**src/rtl/wb_cmd_master_pkg.sv**
```systemverilog
// Shared types and helpers for the Wishbone command initiator.
// Latency: n/a (declarations only).
// Backpressure: n/a.
package wb_cmd_master_pkg;

    // FSM encoding, kept as plain constants so older tools and dumps stay readable
    typedef logic [1:0] state_t;
    localparam state_t IDLE = 2'd0;
    localparam state_t BUS  = 2'd1;
    localparam state_t RESP = 2'd2;

    localparam int BYTE_W = 8;

    // Byte-select width for a given data width
    function automatic int sel_width(input int dw);
        return dw / BYTE_W;
    endfunction

    // Ceiling log2, used to size the ack-wait counter for TIMEOUT_CYCLES+1 values
    function automatic int clog2(input int v);
        int r;
        r = 0;
        while ((1 << r) < v) begin
            r = r + 1;
        end
        return r;
    endfunction

endpackage

```
**src/rtl/wb_cmd_timeout.sv**
```systemverilog
// Ack-wait counter: cleared on command accept, counts BUS cycles without ack.
// Latency: tc reflects the registered count, usable in the same cycle.
// Backpressure: none; saturates at LIMIT so it never wraps while stalled.
module wb_cmd_timeout #(
    parameter int CW    = 8,
    parameter int LIMIT = 255
) (
    input  logic clk,
    input  logic rst_n,
    input  logic clr,
    input  logic en,
    output logic tc
);

    localparam logic [CW-1:0] LAST = CW'(LIMIT - 1);
    localparam logic [CW-1:0] MAX  = CW'(LIMIT);

    logic [CW-1:0] cnt;

    // Count idle BUS cycles; clear wins over enable
    always_ff @(posedge clk or negedge rst_n) begin
        if (!rst_n) begin
            cnt <= '0;
        end else if (clr) begin
            cnt <= '0;
        end else if (en && (cnt != MAX)) begin
            cnt <= cnt + 1'b1;
        end
    end

    // Terminal cycle: this is the LIMIT-th BUS cycle without ack
    assign tc = (cnt == LAST);

endmodule

```
**src/rtl/wb_cmd_master.sv**
```systemverilog
// Wishbone classic single-transfer initiator driven by a valid/ready command port.
// Latency: cyc/stb one cycle after accept; response the cycle after ack (or timeout).
// Backpressure: one command in flight; response held until taken. Timeout via WB_CMD_TIMEOUT_EN.
module wb_cmd_master
    import wb_cmd_master_pkg::*;
#(
    parameter int AW             = 32,
    parameter int DW             = 32,
    parameter int TIMEOUT_CYCLES = 255
) (
    input  logic            wb_clk_i,
    input  logic            wb_rst_ni,
    input  logic            cmd_valid_i,
    output logic            cmd_ready_o,
    input  logic            cmd_we_i,
    input  logic [AW-1:0]   cmd_adr_i,
    input  logic [DW-1:0]   cmd_dat_i,
    input  logic [DW/8-1:0] cmd_sel_i,
    output logic            rsp_valid_o,
    input  logic            rsp_ready_i,
    output logic [DW-1:0]   rsp_dat_o,
    output logic            rsp_err_o,
    output logic            wbm_cyc_o,
    output logic            wbm_stb_o,
    output logic            wbm_we_o,
    output logic [DW/8-1:0] wbm_sel_o,
    output logic [AW-1:0]   wbm_adr_o,
    output logic [DW-1:0]   wbm_dat_o,
    input  logic [DW-1:0]   wbm_dat_i,
    input  logic            wbm_ack_i,
    output logic            busy_o
);

    localparam int SW = sel_width(DW);

    // Reject unusable configurations at elaboration
    if ((SW * BYTE_W != DW) || (TIMEOUT_CYCLES < 1)) begin : g_bad_param
        $error("wb_cmd_master: DW must be a multiple of 8 and TIMEOUT_CYCLES >= 1");
    end

    state_t state;
    logic   accept;
    logic   timeout_hit;

    assign accept = (state == IDLE) && cmd_ready_o && cmd_valid_i;

`ifdef WB_CMD_TIMEOUT_EN
    localparam int CW = clog2(TIMEOUT_CYCLES + 1);

    logic tmo_tc;

    wb_cmd_timeout #(
        .CW    (CW),
        .LIMIT (TIMEOUT_CYCLES)
    ) u_timeout (
        .clk   (wb_clk_i),
        .rst_n (wb_rst_ni),
        .clr   (accept),
        .en    ((state == BUS) && !wbm_ack_i),
        .tc    (tmo_tc)
    );

    // Ack in the terminal cycle takes precedence over the timeout
    assign timeout_hit = (state == BUS) && !wbm_ack_i && tmo_tc;
`else
    assign timeout_hit = 1'b0;
`endif

    // Single FSM; every output is a register updated alongside the state
    always_ff @(posedge wb_clk_i or negedge wb_rst_ni) begin
        if (!wb_rst_ni) begin
            state       <= IDLE;
            cmd_ready_o <= 1'b0;
            rsp_valid_o <= 1'b0;
            rsp_dat_o   <= '0;
            rsp_err_o   <= 1'b0;
            wbm_cyc_o   <= 1'b0;
            wbm_stb_o   <= 1'b0;
            wbm_we_o    <= 1'b0;
            wbm_sel_o   <= '0;
            wbm_adr_o   <= '0;
            wbm_dat_o   <= '0;
            busy_o      <= 1'b0;
        end else begin
            case (state)
                IDLE: begin
                    if (accept) begin
                        state       <= BUS;
                        cmd_ready_o <= 1'b0;
                        busy_o      <= 1'b1;
                        wbm_cyc_o   <= 1'b1;
                        wbm_stb_o   <= 1'b1;
                        wbm_we_o    <= cmd_we_i;
                        wbm_adr_o   <= cmd_adr_i;
                        wbm_dat_o   <= cmd_dat_i;
                        wbm_sel_o   <= cmd_sel_i;
                    end else begin
                        cmd_ready_o <= 1'b1;
                    end
                end
                BUS: begin
                    if (wbm_ack_i) begin
                        state       <= RESP;
                        wbm_cyc_o   <= 1'b0;
                        wbm_stb_o   <= 1'b0;
                        rsp_valid_o <= 1'b1;
                        rsp_dat_o   <= wbm_we_o ? '0 : wbm_dat_i;
                        rsp_err_o   <= 1'b0;
                    end else if (timeout_hit) begin
                        state       <= RESP;
                        wbm_cyc_o   <= 1'b0;
                        wbm_stb_o   <= 1'b0;
                        rsp_valid_o <= 1'b1;
                        rsp_dat_o   <= '0;
                        rsp_err_o   <= 1'b1;
                    end
                end
                RESP: begin
                    if (rsp_ready_i) begin
                        state       <= IDLE;
                        rsp_valid_o <= 1'b0;
                        busy_o      <= 1'b0;
                        cmd_ready_o <= 1'b1;
                    end
                end
                default: begin
                    state       <= IDLE;
                    cmd_ready_o <= 1'b0;
                    busy_o      <= 1'b0;
                    wbm_cyc_o   <= 1'b0;
                    wbm_stb_o   <= 1'b0;
                    rsp_valid_o <= 1'b0;
                end
            endcase
        end
    end

endmodule

```
**config.mk**
```make
export PLATFORM = sky130hd
export DESIGN_NAME = wb_cmd_master
export DESIGN_NICKNAME = d
export VERILOG_FILES = /design/src/rtl/wb_cmd_master_pkg.sv /design/src/rtl/wb_cmd_timeout.sv /design/src/rtl/wb_cmd_master.sv
export SDC_FILE = /design/constraint.sdc
export NUM_CORES = 1
export LEC_CHECK = 0
export CAP_MARGIN = 0
export CORE_ASPECT_RATIO = 1.1
export CORE_MARGIN = 10
export CORE_UTILIZATION = 42
export DETAILED_ROUTE_END_ITERATION = 7
export HOLD_SLACK_MARGIN = 0.12
export PLACE_DENSITY = 0.92
export SLEW_MARGIN = 20
export SYNTH_ARGS = -nofsm -noshare
export SYNTH_HDL_FRONTEND = slang
export SYNTH_HIERARCHICAL = 1
export SYNTH_SLANG_ARGS = --single-unit
```
**constraint.sdc**
```tcl
create_clock -name wb_clk_i -period 2.04 [get_ports wb_clk_i]
set_clock_uncertainty 0.15 [all_clocks]
set_input_delay 0.408 -clock wb_clk_i [delete_from_list [all_inputs] [get_ports wb_clk_i]]
set_output_delay 0.408 -clock wb_clk_i [all_outputs]
set_load 0.01 [all_outputs]
```
==> results.ini <==
[hold_path]
hp-class = reg -> reg

[timing]
grt_setup_unrepaired = no
slew_viol_final = 0
tightest_slew_ps = 547.2
holdWs_ps = 355.6
slew_headroom_pct = 63.52
fin_crit_ps = 1893
fin_crit_sh_pct = 92.80
fin_ws_ps = 146.9
fin_tns_setup_ps = 0
setup_violations = 0
finalHoldViolCount = 0
fmax_mhz = 528.2

[finish]
antennaDiodeCount = 0
final_core_util_pct = 66.88
drive_gt1_share_pct = 27.35
syn2layout_area_growth_pct = 56.55
nets = 602

[critical_path]
worst_path_max_delay_cell = clkdlybuf4s50_1
cp_num_buf_inv = 1
cpPeakStageDelay_ps = 570
r2r_cells = 4
required_ps = 1480
r2r-end = wbm_adr_o[19]$_DFFE_PN0P_
critPathKind = reg -> out
path_delay_family = buffers and inverters
reg2reg_from = cmd_ready_o$_DFFE_PN0P_
r2r_setup_slack_ps = 300
cp.arrival_ps = 1340
crit_path_cell_trace = clkdlybuf4s50_1
cp-endpoint = cmd_ready_o
cp.depth = 1
path_max_fanout = 5
cp-start-kind = flop
endpoint_kind = output port
setup.worst_path.start = cmd_ready_o$_DFFE_PN0P_

[yosys]
synth_compound_area_share_pct = 1.321
synth_area_mm2 = 0.004639
synth_top_family_by_area = multiplexers
synthCells = 275
synth-xor-area-share_pct = 0
muxShareOfSynthArea_pct = 30.34
synth_seq_area_share_pct = 57.71
yosys_warnings = 6
ys_seq_elements = 107
synthDistinctLibCells = 22
synth_adder_area_share_pct = 0
synth-simple-area-share_pct = 5.663
synth_fp_nets = 381
avgSynthCellArea_um2 = 16.87

[global_route]
grt_pass1_wl_mm = 20.01
gr-usage-all-layers_pct = 16.41
grt_max_degree = 108
antenna_found_initial = 0
overflow = 0
grt_pass1_vias = 3488

[power_and_ir_drop]
power.density_mw_per_mm2 = 1612
vdd_drop_max_mv = 0.7076
power_leakage_nw = 3.164
p_total_w = 0.01171

[die]
core_mm2 = 0.01086
die_y_um = 130.2
dieArea_mm2 = 0.01565
start_util_pct = 42.72
ios = 213
die_w_um = 120.2
core.rowCount = 40

[run]
maxCapViolCount = 0

[clock_tree]
cts_setup_buffers = 0
cts_resized = 0
cts_made_buffers = 9
cts_tree = done
cts_root_buf = clkbuf_16
h-tree-depth = 3
clockBufferDepth = 2
clock_sinks = 107
clk_pin_slew_ps = 70
insertion_delay_ps = 350

[detailed_routing]
antenna_left = 0
remaining_drc_errors = 0
wl_per_cell_um = 20.08
routed_wl_mm = 13.02
vias = 3070
initialDrtViolationCount = 81
routed_via_density = 4.738
firstDrtPassIters = 4

[placed_design]
portBuffers = 211
post-dp-hpwl_mm = 10.04
pre_cts_ws_ps = -85.13
gp_congestion = 0.7383

[outcome]
status = complete, no violations

-- metal layers --
layer | GRT usage (%) | vias up | share of wire [%]
li1 | - | 1387 | -
met1 | 17.25 | 1547 | 36
met2 | 30.15 | 119 | 55
met3 | 6.007 | 17 | 7.1
met4 | 4.688 | 0 | 1.9
met5 | 0 | - | 0
-- cell usage after synthesis --
cell type | count | area, µm²
a21o_2 | 1 | 8.760
dfrtp_1 | 107 | 2678
o2bb2ai_1 | 1 | 8.760
buf_6 | 5 | 56.30
mux2_2 | 29 | 326.6
conb_1 | 1 | 3.750
nor2_1 | 2 | 7.510
a21oi_1 | 2 | 10.01
buf_4 | 2 | 15.01
buf_12 | 7 | 140.1
nand2b_1 | 1 | 6.260
and3b_2 | 1 | 10.01
a211o_1 | 2 | 17.52
o21bai_1 | 1 | 7.510
mux2_4 | 72 | 1081
nor2b_1 | 33 | 206.5
nor4bb_2 | 1 | 16.27
nand3b_1 | 1 | 7.510
clkbuf_1 | 3 | 11.26
a221oi_1 | 1 | 8.760
and2b_2 | 1 | 8.760
inv_1 | 1 | 3.750
-- registers in the layout (all words and copies together) (netlist names), 2 cells and up --
register	cells
rsp_dat_o	32
state	2
wbm_adr_o	32
wbm_dat_o	32
wbm_sel_o	4
-- placed cells by master (no fill, tap or decap) --
cell	Yosys	routed
a211o_1	2	2
a21o_2	1	1
a21oi_1	2	2
a221oi_1	1	1
and2b_2	1	1
and3b_2	1	1
buf_12	7	5
buf_4	2	11
bufinv_16	0	3
clkbuf_16	0	9
clkbuf_8	0	2
clkdlybuf4s50_1	0	210
clkinvlp_4	0	1
conb_1	1	1
dfrtp_1	107	107
dlygate4sd3_1	0	1
inv_1	1	1
inv_6	0	1
mux2_2	29	29
mux2_4	72	72
nand2b_1	1	1
nand3b_1	1	1
nor2_1	2	2
nor2b_1	33	33
nor4bb_4	0	1
o21bai_1	1	1
o2bb2ai_1	1	1
-- stage by stage --
step	instance area, µm²	std cells
6_report	7263	648
5_1_grt	7263	648
4_1_cts	7263	648
3_5_place_dp	6894	631
3_3_place_gp	6894	631
2_1_floorplan	4639	275
-- cell families (layout without fill, tap and decap cells) --
| kind of cell | Yosys count | in the layout |
|---|---|---|
| buffers and inverters | 18 | 244 |
| DFF | 107 | 107 |
| other | 1 | 1 |
| and+or+nand+nor | 40 | 40 |
| muxes | 101 | 101 |
| AOI/OAI and AO/OA | 8 | 8 |
-- worst min-delay path by stage --
| stage | startpoint | end | slack (ps) | cells after the start |
|---|---|---|---|---|
| final | wbm_sel_o[3]$_DFFE_PN0P_ | wbm_sel_o[3]$_DFFE_PN0P_ | 360 | 1 |
| after global routing | rsp_dat_o[1]$_DFFE_PN0P_ | rsp_dat_o[1]$_DFFE_PN0P_ | 370 | 1 |
| after CTS | rsp_dat_o[25]$_DFFE_PN0P_ | rsp_dat_o[25]$_DFFE_PN0P_ | 360 | 1 |
| after detailed placement | wbm_adr_o[16]$_DFFE_PN0P_ | wbm_adr_o[16]$_DFFE_PN0P_ | 340 | 1 |
| after global placement | rsp_dat_o[20]$_DFFE_PN0P_ | rsp_dat_o[20]$_DFFE_PN0P_ | 340 | 1 |
| after floorplan | wb_rst_ni | busy_o$_DFFE_PN0P_ | -40 | 0 |
-- repair_timing --
action                                  in CTS  in global routing
hold endpoints to repair                   107                  0
hold buffers                                 1                  0
endpoints found under the setup margin       0                  0
-- layout make-up --
cell class / count / area, µm²
Multi-Input combinational cell: 150 / 1744
Inverter: 1 / 3.754
Tap cell: 147 / 183.9
Sequential cell: 107 / 2678
Clock inverter: 5 / 106.4
Clock buffer: 11 / 252.7
Fill cell: 777 / 3597
Timing Repair Buffer: 227 / 2295
-- power breakdown --
group,total [W],internal (W),switching (W)
Sequential,0.00385,0.00320,0.000649
Combinational,0.00582,0.00375,0.00206
Clock,0.00204,0.00127,0.000772
Total,0.0117,0.00822,0.00348
Note: power is estimated with default switching activity, not from simulation.
